[src/rtl/vram_write_sequencer.sv]
// vram_write_sequencer
// Queues HPS-side VRAM write commands in a small FIFO and drains them onto
// the PPU write port, one per cycle, whenever a write window opens.
//
// state    | meaning
// ---------+-----------------------------------------------------------
// ST_IDLE  | waiting for a write-window IRQ with work queued
// ST_DRAIN | popping one command per cycle until empty, burst limit or
//          | early window close
module vram_write_sequencer #(
  parameter int                ADDR_W    = 13,
  parameter int                DATA_W    = 64,
  parameter int                DEPTH     = 16,
  parameter int                MAX_BURST = 16,
  parameter logic [ADDR_W-1:0] ADDR_MAX  = 'h1A27
) (
  input  logic                     clk,
  input  logic                     rst,
  input  logic                     cmd_valid,
  output logic                     cmd_ready,
  input  logic [ADDR_W-1:0]        cmd_addr,
  input  logic [DATA_W-1:0]        cmd_data,
  input  logic [DATA_W/8-1:0]      cmd_byteena,
  input  logic                     wr_irq,
  input  logic                     wr_window_end,
  input  logic                     err_clear,
  output logic [ADDR_W-1:0]        vram_wraddr,
  output logic                     vram_wren,
  output logic [DATA_W-1:0]        vram_wrdata,
  output logic [DATA_W/8-1:0]      vram_byteena,
  output logic                     wr_busy,
  output logic [$clog2(DEPTH):0]   fifo_count,
  output logic                     addr_err
);

  localparam int PW   = $clog2(DEPTH);
  localparam int CW   = PW + 1;
  localparam int BE_W = DATA_W / 8;
  localparam int BW   = $clog2(MAX_BURST + 1);
  localparam int EW   = ADDR_W + DATA_W + BE_W;

  localparam logic [CW-1:0] CNT_FULL   = CW'(DEPTH);
  localparam logic [CW-1:0] CNT_ONE    = CW'(1);
  localparam logic [BW-1:0] BURST_LAST = BW'(MAX_BURST - 1);

  localparam logic [0:0] ST_IDLE  = 1'b0;
  localparam logic [0:0] ST_DRAIN = 1'b1;

  logic [EW-1:0]     mem [DEPTH];
  logic [PW-1:0]     wr_ptr;
  logic [PW-1:0]     rd_ptr;
  logic [CW-1:0]     count;
  logic [0:0]        state;
  logic [BW-1:0]     burst_cnt;

  logic              push;
  logic              pop;
  logic              head_ok;
  logic [ADDR_W-1:0] head_addr;
  logic [DATA_W-1:0] head_data;
  logic [BE_W-1:0]   head_be;

  // A full FIFO refuses pushes even when a pop lands in the same cycle.
  assign cmd_ready  = (count != CNT_FULL);
  assign fifo_count = count;
  assign push       = cmd_valid && cmd_ready;
  assign pop        = (state == ST_DRAIN) && !wr_window_end && (count != '0);

  assign {head_addr, head_data, head_be} = mem[rd_ptr];
  assign head_ok = (head_addr <= ADDR_MAX);

  // Command storage; contents need no reset since count gates every read.
  always_ff @(posedge clk) begin
    if (push) begin
      mem[wr_ptr] <= {cmd_addr, cmd_data, cmd_byteena};
    end
  end

  // FIFO pointers and occupancy.
  always_ff @(posedge clk) begin
    if (rst) begin
      wr_ptr <= '0;
      rd_ptr <= '0;
      count  <= '0;
    end else begin
      if (push) wr_ptr <= wr_ptr + 1'b1;
      if (pop)  rd_ptr <= rd_ptr + 1'b1;
      case ({push, pop})
        2'b10:   count <= count + 1'b1;
        2'b01:   count <= count - 1'b1;
        default: count <= count;
      endcase
    end
  end

  // Drain FSM and burst counter.
  always_ff @(posedge clk) begin
    if (rst) begin
      state     <= ST_IDLE;
      burst_cnt <= '0;
    end else begin
      case (state)
        ST_IDLE: begin
          if (wr_irq && (count != '0) && !wr_window_end) begin
            state     <= ST_DRAIN;
            burst_cnt <= '0;
          end
        end
        ST_DRAIN: begin
          if (wr_window_end) begin
            state <= ST_IDLE;
          end else if (pop) begin
            burst_cnt <= burst_cnt + 1'b1;
            // A simultaneous push keeps the FIFO non-empty, so the burst goes on.
            if (((count == CNT_ONE) && !push) || (burst_cnt == BURST_LAST)) begin
              state <= ST_IDLE;
            end
          end else begin
            state <= ST_IDLE;
          end
        end
        default: state <= ST_IDLE;
      endcase
    end
  end

  // Register each popped entry onto the VRAM port; busy tracks issued slots.
  always_ff @(posedge clk) begin
    if (rst) begin
      vram_wraddr  <= '0;
      vram_wrdata  <= '0;
      vram_byteena <= '0;
      vram_wren    <= 1'b0;
      wr_busy      <= 1'b0;
    end else begin
      vram_wren <= pop && head_ok;
      wr_busy   <= pop;
      if (pop) begin
        vram_wraddr  <= head_addr;
        vram_wrdata  <= head_data;
        vram_byteena <= head_be;
      end
    end
  end

  // Sticky out-of-range flag; a new discard wins over a same-cycle clear.
  always_ff @(posedge clk) begin
    if (rst) begin
      addr_err <= 1'b0;
    end else if (pop && !head_ok) begin
      addr_err <= 1'b1;
    end else if (err_clear) begin
      addr_err <= 1'b0;
    end
  end

endmodule

[config.mk]
export PLATFORM = sky130hd
export DESIGN_NAME = vram_write_sequencer
export DESIGN_NICKNAME = d
export VERILOG_FILES = /design/src/rtl/vram_write_sequencer.sv
export SDC_FILE = /design/constraint.sdc
export NUM_CORES = 1
export LEC_CHECK = 0
export CAP_MARGIN = 40
export CORE_ASPECT_RATIO = 2
export CORE_MARGIN = 4
export CORE_UTILIZATION = 55
export DETAILED_ROUTE_END_ITERATION = 8
export GPL_TIMING_DRIVEN = 0
export PLACE_DENSITY_LB_ADDON = 0.2
export SKIP_CTS_REPAIR_TIMING = 1
export SYNTH_ARGS = -nofsm -noshare
export SYNTH_HDL_FRONTEND = slang
export SYNTH_SLANG_ARGS = --single-unit
[constraint.sdc]
create_clock -name clk -period 9.2 [get_ports clk]
set_clock_uncertainty 0.15 [all_clocks]
set_input_delay 1.84 -clock clk [delete_from_list [all_inputs] [get_ports clk]]
set_output_delay 1.84 -clock clk [all_outputs]
set_load 0.005 [all_outputs]
# After elaboration in Yosys (flattened, before gate mapping)
# Memories as Yosys holds them, arrays and structs flattened. A register that Yosys moved wholly into a read port is not among the register bits.
# Index checks and enable logic that the tools add are counted.
# classes
addsub	5
n_lt_le_gt_ge	1
n_eq_ne	8
muxes	16
bitwise_logic	1
n_reduce_logical	16
# op_table
operator	n
$pmux 5 s2	2
$mux 5	3
$le 13x13->1 const B	1
$add 5x1->5 const B	2
$add 4x1->4 const B	2
$logic_and 1x1->1	8
$mux 1	8
$mux 4	2
$eq 5x1->1 const B	1
$eq 5x4->1 const B	1
$ne 5x5->1 const B	1
$reduce_bool 5->1	1
$sub 5x1->5 const B	1
$ne 2x2->1 const B	2
$reduce_bool 2->1	2
$logic_not 1->1	3
$reduce_and 3->1	1
$eq 2x1->1 const B	1
$eq 2x2->1 const B	1
$ne 2x1->1 const B	1
$pmux 1 s2	1
$logic_or 1x1->1	1
$not 1->1	1
# word_totals
reg_bits	107
ram_bits	1360
inputBits	91
out_inout_bits	94
elab_cells	59
memories	1
# memory_table
memory	depth	width	read_ports	rd_ports_with_merged_regs	write_ports	line	rtl
mem	16	85	1	1	1	49	logic [EW-1:0] mem [DEPTH];

# Logic depth before layout (Yosys ltp)
# Gate-level depths: netlist (run 1).
# depth
depth_word	9
depth_mapped	11
ltp_nobuf	10

# Least setup slack after synthesis (run 1)
# OpenSTA, ideal clock, no wires.
# synth_path
kind	input-to-reg
from	input cmd_valid
to	memory mem[3][0] (netlist name), enable pin
setup_ns	0.632
arrival_ns	8.146
required_time_ns	8.418
setup_slack_ns	0.271
path_stages	4
path_buffers	1
path_cell_list	and2_1 clkbuf_1 nand2_1 nor3_1
# synth_via
elab_chain_len	3
# synth_lines
element	line	rtl
start: declaration	19	input logic cmd_valid,
$logic_and 1x1->1	66	assign push = cmd_valid && cmd_ready;
$mux 1	74	if (push) begin
$mux 1 (implied by the code)	75	mem[wr_ptr] <= {cmd_addr, cmd_data, cmd_byteena};
end: declaration	49	
# Every way passes these cells.

# Worst setup path in the final report (run 1)
# layout_path
from	input wr_window_end
to	register count[3] (netlist: fifo_count[3])
# layout_via
elab_chain_len	5
elab_cells_between_ends	7
classes_between	eq/ne: 2; mux: 1; reduce/logical: 4
# layout_lines
element	line	rtl
start: declaration	25	input logic wr_window_end,
$logic_not 1->1 *	67	assign pop = (state == ST_DRAIN) && !wr_window_end && (count != '0);
$logic_and 1x1->1 * (2 in a row)	67	
net pop	57	logic pop;
$eq 2x1->1 / $eq 2x2->1 (equally long branches)	88	case ({push, pop})
$pmux 5 s2 / $reduce_bool 2->1 (equally long branches)	n/a	
end signal: assignment	89	2'b10: count <= count + 1'b1;
end signal: assignment	90	2'b01: count <= count - 1'b1;
end signal: assignment	91	default: count <= count;
end: declaration	52	logic [CW-1:0] count;
# The timed path passes the listed nets; every way through them passes the cells marked *.
# A chain may end at the register's enable or synchronous reset.

==> impl_metrics.yaml, run 1 <==
global_route:
  global_route.overflow_total: 0
  antenna_violations_before_repair: 18
  gr-usage-all-layers: 0.263
  global_route_wire_length_before_repair_mm: 197
  maximum_number_of_pins_on_one_net_before_global_route_repair: 21
  grt_pass1_vias: 28000
setup_path:
  arrival_ps: 5600
  worst-endpoint-required_ps: 9650
  critical_path_peak_fanout: 10
  ff2ff_path_depth: 13
  path_cells: "clkdlybuf4s50_1 > a31oi_1 > nand2_1 > buf_16 > inv_2 > buf_1 > buf_6 > ha_1 > or4b_2 > a21oi_1 > xnor2_1 > nor2_1"
  setup_slack_reg_to_reg_ps: 4700
  cp_slowest_stage_delay_ps: 600
  timing.critical_path.to_type: "flop"
  nature_of_the_critical_path_startpoint: "input port"
  path_class: "in2reg"
  regToRegStartpoint: "fifo_count[0]"
  r2r-end: "fifo_count[3]"
  slowest_cp_cell: "sky130_fd_sc_hd__or4b_2"
clock_network:
  clk_root_buffer_cell: "sky130_fd_sc_hd__clkbuf_16"
  cts-htree-levels: 3
  clk_pin_slew_worst_paths_ps: 70
  cts_inserted_buffers: 116
  clk-insertion-delay-late_ps: 730
  cts-root-to-sink-buffers: 3
  cts_tree: "built"
  numClockSinks: 1471
die:
  overall_die_area_um2: 105000
  coreArea_um2: 98900
  die_h_um: 455
  die_width_um: 232
  floorplan.io_pins: 185
  num_rows: 163
  initial_core_util: 0.556
placed_design:
  final_weighted_congestion_in_routability_driven_placement: 0.754
  placement.io_buffers: 183
  detailed_place_hpwl_mm: 93.1
  placed_cells_incl_taps: 4080
synth:
  syn-mean-instance-area_um2: 22.7
  post_synthesis_register_bit_count: 1471
  synth.distinct_cells: 35
  synthFlopType: "sky130_fd_sc_hd__edfxtp_1"
  postSynthNetCount: 2529
  netlist_instances: 2426
  synth_async_sr_flop_share: 0
  sequential_share_of_the_synthesized_area: 0.783
  synth-warning-count: 0
  synth_enable_flop_cells: 1360
  syn_area_um2: 55000
sta:
  tns_ps: 0
  rsz0062_at_grt: "false"
  finalMaxSlewViolations: 0
  max_slew_margin: 0.368
  timing.fmax_mhz: 194
  max_slew.worst_pin.slew_ps: 948
  post-route-period-util: 0.560
  setup_viol: 0
  min_period_ps: 5150
  timing_hold_violations_final: 0
power_and_ir_drop:
  power_density_nw_per_um2: 197
  vdd_drop_max_mv: 0.139
  p_leak_nw: 19.9
layout:
  stdcell_count: 4307
  area.growth.synth_to_final_pct: 18.1
  layout.cells.most_common_list: "1,360 x sky130_fd_sc_hd__edfxtp_1, 416 x sky130_fd_sc_hd__mux4_2, 192 x sky130_fd_sc_hd__nand2_1"
  mostFrequentLayoutCell: "sky130_fd_sc_hd__edfxtp_1"
  final_stage_net_count: 2982
  layout-drive-gt1-share: 0.267
min_path:
  min_delay_worst_endpoint: "vram_wraddr[1]"
  hold_path.class: "reg2reg"
  min_from: "vram_wraddr[1]"
  holdPathStages: 2
run:
  cap_viol_max_count: 0
drt:
  first_pass_iters: 6
  drt-total-wl_mm: 137
  postRouteAntennaNets: 0
  avgViaCountPerCell: 6.23
  detailedRoute.firstIterationViolations: 3022
  drt_drc_violations_left: 0
  routed-via-count: 26800
  detailed_route_wire_length_per_cell_um: 31.8
outcome:
  result_of_the_run: "complete, no violations"
==> logic make-up (layout without fill, tap and decap cells) <==
| family | Yosys count | in the layout | share of synthesized area |
|---|---|---|---|
| flops | 1471 | 1471 | 0.783 |
| mux | 419 | 419 | 0.171 |
| simple gates | 253 | 253 | 0.0183 |
| buf+inv | 139 | 693 | 0.0107 |
| compound gates | 122 | 122 | 0.0123 |
| fa+ha+maj | 12 | 12 | 0.00273 |
| xor+xnor | 10 | 10 | 0.00159 |
| other cells | 0 | 7 | 0 |
==> critical path, delay by kind of cell <==
family | cells | cell delay, ps
buffers and inverters | 5 | 1860
XOR/XNOR | 1 | 140
AND/OR/NAND/NOR | 3 | 930
adder cells (fa/ha/maj) | 1 | 280
AO/OA/AOI/OAI | 2 | 510
==> flip-flops by register name, summed over array words and instances (netlist names), named ones only <==
register and count:
state 1, fifo_count 5, vram_wren 1, vram_wraddr 13, rd_ptr 4, burst_cnt 5
addr_err 1, wr_ptr 4, vram_byteena 8, wr_busy 1, vram_wrdata 64, mem 1360
==> per-layer routing <==
metal	routed length (µm)	vias to the layer above	global-route usage	share of wire
li1	-	11000	-	-
met1	47700	14200	0.329	0.35
met2	73300	1303	0.466	0.54
met3	10700	291	0.0501	0.078
met4	5050	18	0.0922	0.037
met5	136	-	0	0.00099
==> layout make-up <==
| class | count | area [µm²] |
|---|---|---|
| Sequential cell | 1471 | 43100 |
| Fill cell | 6322 | 34000 |
| Multi-Input combinational cell | 816 | 11400 |
| Timing Repair Buffer | 335 | 4430 |
| Clock buffer | 158 | 3190 |
| Tap cell | 1320 | 1650 |
| Buffer | 131 | 557 |
| Clock inverter | 61 | 520 |
| Inverter | 8 | 30.0 |
| Antenna cell | 7 | 17.5 |
==> per-stage QoR <==
step           area (µm²)  worst slack, ps  utilization  hold WS, ps  total power (W)
2_1_floorplan       55000              271            -          303          0.00772
3_5_place_dp        61100             3340        0.618          297          0.00796
5_1_grt             64900             3950        0.656          326           0.0131
4_1_cts             64900             4120        0.656          306           0.0128
6_report            64900             4050        0.656          304           0.0128
3_3_place_gp        58400            -8450        0.591          298          0.00793
==> synthesized netlist by cell type, types with 2 or more instances <==
cell type	n	area, µm²
sky130_fd_sc_hd__nor2b_1	2	12.5
sky130_fd_sc_hd__xnor2_1	4	35.0
sky130_fd_sc_hd__nand2b_1	2	12.5
sky130_fd_sc_hd__mux4_2	416	9370
sky130_fd_sc_hd__inv_1	7	26.3
sky130_fd_sc_hd__nor3_1	5	25.0
sky130_fd_sc_hd__ha_1	12	150
sky130_fd_sc_hd__nand4b_1	2	17.5
sky130_fd_sc_hd__edfxtp_1	1360	40800
sky130_fd_sc_hd__nor2_1	38	143
sky130_fd_sc_hd__nand4_1	2	12.5
sky130_fd_sc_hd__a31oi_1	2	12.5
sky130_fd_sc_hd__a22oi_1	21	158
sky130_fd_sc_hd__buf_2	43	215
sky130_fd_sc_hd__xor2_1	6	52.6
sky130_fd_sc_hd__buf_1	15	56.3
sky130_fd_sc_hd__a21oi_1	93	465
sky130_fd_sc_hd__dfxtp_1	111	2220
sky130_fd_sc_hd__nand3_1	3	15.0
sky130_fd_sc_hd__and2_1	2	12.5
sky130_fd_sc_hd__nand2_1	192	721
sky130_fd_sc_hd__mux2i_1	3	30.0
sky130_fd_sc_hd__clkbuf_1	71	267
sky130_fd_sc_hd__o21ai_0	3	15.0
==> worst max-delay path by stage <==
stage	start	endpoint	slack (ps)
final	wr_window_end	fifo_count[3]	4050
after global routing	wr_window_end	fifo_count[3]	3950
after CTS	wr_window_end	fifo_count[3]	4120
after detailed placement	wr_window_end	fifo_count[3]	3340
after global placement	cmd_valid	mem[3][30]	-8450
after floorplan	cmd_valid	mem[3][0]	270
==> power by group <==
part,switching (W),internal [W]
Combinational,0.000243,0.000168
Sequential,0.0000219,0.00738
Clock,0.00229,0.00266
Total,0.00255,0.0102
Note: power is estimated with default switching activity, not from simulation.
==> inputs of run 2 (changes only) <==
Clock period 9.2 ns to 5.3 ns, I/O delays scaled along.
==> run 2 against run 1 <==
  * Worst setup slack worse by 3100 ps
  * Utilization up 0.41 points
  * Critical endpoint unchanged
  * Critical path type is now reg2reg
  * Clock power up 90%
==> impl_metrics.yaml, run 2 (synthesis results as in run 1) <==
clock_network:
  clk-insertion-delay-late_ps: 730
  cts-root-to-sink-buffers: 3
  clk_root_buffer_cell: "sky130_fd_sc_hd__clkbuf_16"
  clk_pin_slew_worst_paths_ps: 70
  cts_inserted_buffers: 120
  numClockSinks: 1471
  cts_tree: "built"
  cts-htree-levels: 3
placed_design:
  detailed_place_hpwl_mm: 91.3
  pre_cts_slack_ps: 383
  final_weighted_congestion_in_routability_driven_placement: 0.772
  placement.io_buffers: 183
  postPlaceCellArea_um2: 61100
sta:
  setup_viol: 0
  tns_ps: 0
  timing_hold_violations_final: 0
  timing.fmax_mhz: 231
  finalMaxSlewViolations: 0
  post-route-period-util: 0.816
  rsz0062_at_grt: "false"
  final.setup.worst_slack_ps: 977
  max_slew.worst_pin.slew_ps: 943
  min_period_ps: 4320
  max_slew_margin: 0.371
global_route:
  global_route_wire_length_before_repair_mm: 198
  global_route.overflow_total: 0
  maximum_number_of_pins_on_one_net_before_global_route_repair: 21
  grt_pass1_vias: 28400
  antenna_violations_before_repair: 14
  gr-usage-all-layers: 0.263
drt:
  first_pass_iters: 7
  detailedRoute.firstIterationViolations: 3195
  detailed_route_wire_length_per_cell_um: 31.8
  postRouteAntennaNets: 0
  drt-total-wl_mm: 136
  avgViaCountPerCell: 6.25
  drt_drc_violations_left: 0
  routed-via-count: 26800
power_and_ir_drop:
  power_density_nw_per_um2: 351
  report.power.total_w: 0.0229
  vdd_drop_max_mv: 0.301
  p_leak_nw: 19.9
die:
  die_width_um: 232
  coreArea_um2: 98900
  overall_die_area_um2: 105000
  num_rows: 163
  die_h_um: 455
  initial_core_util: 0.556
  floorplan.io_pins: 185
setup_path:
  ff2ff_path_depth: 11
  nature_of_the_critical_path_startpoint: "flop"
  arrival_ps: 4780
  worst-endpoint-required_ps: 5760
  regToRegStartpoint: "fifo_count[0]"
  critical_path_peak_fanout: 10
  setup_slack_reg_to_reg_ps: 980
  r2r-end: "fifo_count[3]"
  timing.critical_path.to_type: "flop"
  path_class: "reg2reg"
outcome:
  result_of_the_run: "complete, no violations"
layout:
  finalInstanceArea_um2: 65300
  layout.cells.most_common_list: "1,360 x sky130_fd_sc_hd__edfxtp_1, 416 x sky130_fd_sc_hd__mux4_2, 192 x sky130_fd_sc_hd__nand2_1"
  largest_register_ffs: 1360
  largest_register: "mem"
  top_regs: "mem: 1360 flops, vram_wrdata: 64 flops, vram_wraddr: 13 flops"
  layout-drive-gt1-share: 0.267
  utilization: 0.660
  final_stage_net_count: 2959
  area.growth.synth_to_final_pct: 18.8
  mostFrequentLayoutCell: "sky130_fd_sc_hd__edfxtp_1"
min_path:
  min_delay_worst_endpoint: "vram_wraddr[11]"
  hold_path.class: "reg2reg"
  holdPathStages: 2
  min_from: "vram_wraddr[11]"
run:
  cap_viol_max_count: 0
run 2: changes by cell type in the layout (fill, tap and decap cells not counted), moves of 5 or more:
cell                         previous run  this run
sky130_fd_sc_hd__buf_6                 37        17
sky130_fd_sc_hd__clkbuf_1             103        93
sky130_fd_sc_hd__clkinvlp_4             1         9
sky130_fd_sc_hd__buf_8                  9        32
sky130_fd_sc_hd__buf_4                 39         2
sky130_fd_sc_hd__bufinv_16              8        21
sky130_fd_sc_hd__clkinv_1              23        18
sky130_fd_sc_hd__buf_12                17        28
run 2: metal layers:
layer	global-route usage	routed length, µm
met5	0	77
met2	0.466	73100
met3	0.0486	10900
met4	0.0897	4680
met1	0.329	47400
run 2: critical path: stages (launching register included):
cell                      delay (ps)
sky130_fd_sc_hd__dfxtp_1         470
sky130_fd_sc_hd__inv_1           110
sky130_fd_sc_hd__ha_1            230
sky130_fd_sc_hd__a31oi_1         380
sky130_fd_sc_hd__nand2_1         620
sky130_fd_sc_hd__inv_2           690
sky130_fd_sc_hd__buf_1           230
sky130_fd_sc_hd__ha_1            310
sky130_fd_sc_hd__or4b_2          600
sky130_fd_sc_hd__a21oi_1         190
sky130_fd_sc_hd__xnor2_1         150
sky130_fd_sc_hd__nor2_1           50
run 2: per-stage QoR:
stage	hold WS (ps)	instances
floorplan	303	2426
global placement	297	3929
detailed placement	296	4052
CTS	306	4277
global route	323	4281
finish	304	4287
run 2: power by group:
part	internal [W]	switching, W	leakage, nW
logic	0.000307	0.000423	4.73
clock network	0.00533	0.00405	2.01
registers	0.0128	0.0000382	13.2
run 2: final cells by class:
| cell class | count | area, µm² |
|---|---|---|
| Multi-Input combinational cell | 816 | 11500 |
| Fill cell | 6241 | 33600 |
| Timing Repair Buffer | 308 | 4380 |
| Sequential cell | 1471 | 43100 |
| Tap cell | 1320 | 1650 |
| Antenna cell | 8 | 20.0 |
| Inverter | 8 | 30.0 |
| Clock buffer | 150 | 3220 |
| Clock inverter | 75 | 927 |
| Buffer | 131 | 557 |
run 2: how the worst max path moves through the flow:
stage,startpoint,end,slack [ps],depth (start not counted)
final,fifo_count[0],fifo_count[3],980,11
after global routing,fifo_count[0],fifo_count[3],780,11
after CTS,fifo_count[0],fifo_count[3],960,11
after detailed placement,wr_window_end,fifo_count[3],380,10
after global placement,cmd_valid,mem[12][18],-6370,5
after floorplan,cmd_valid,mem[15][0],-570,4
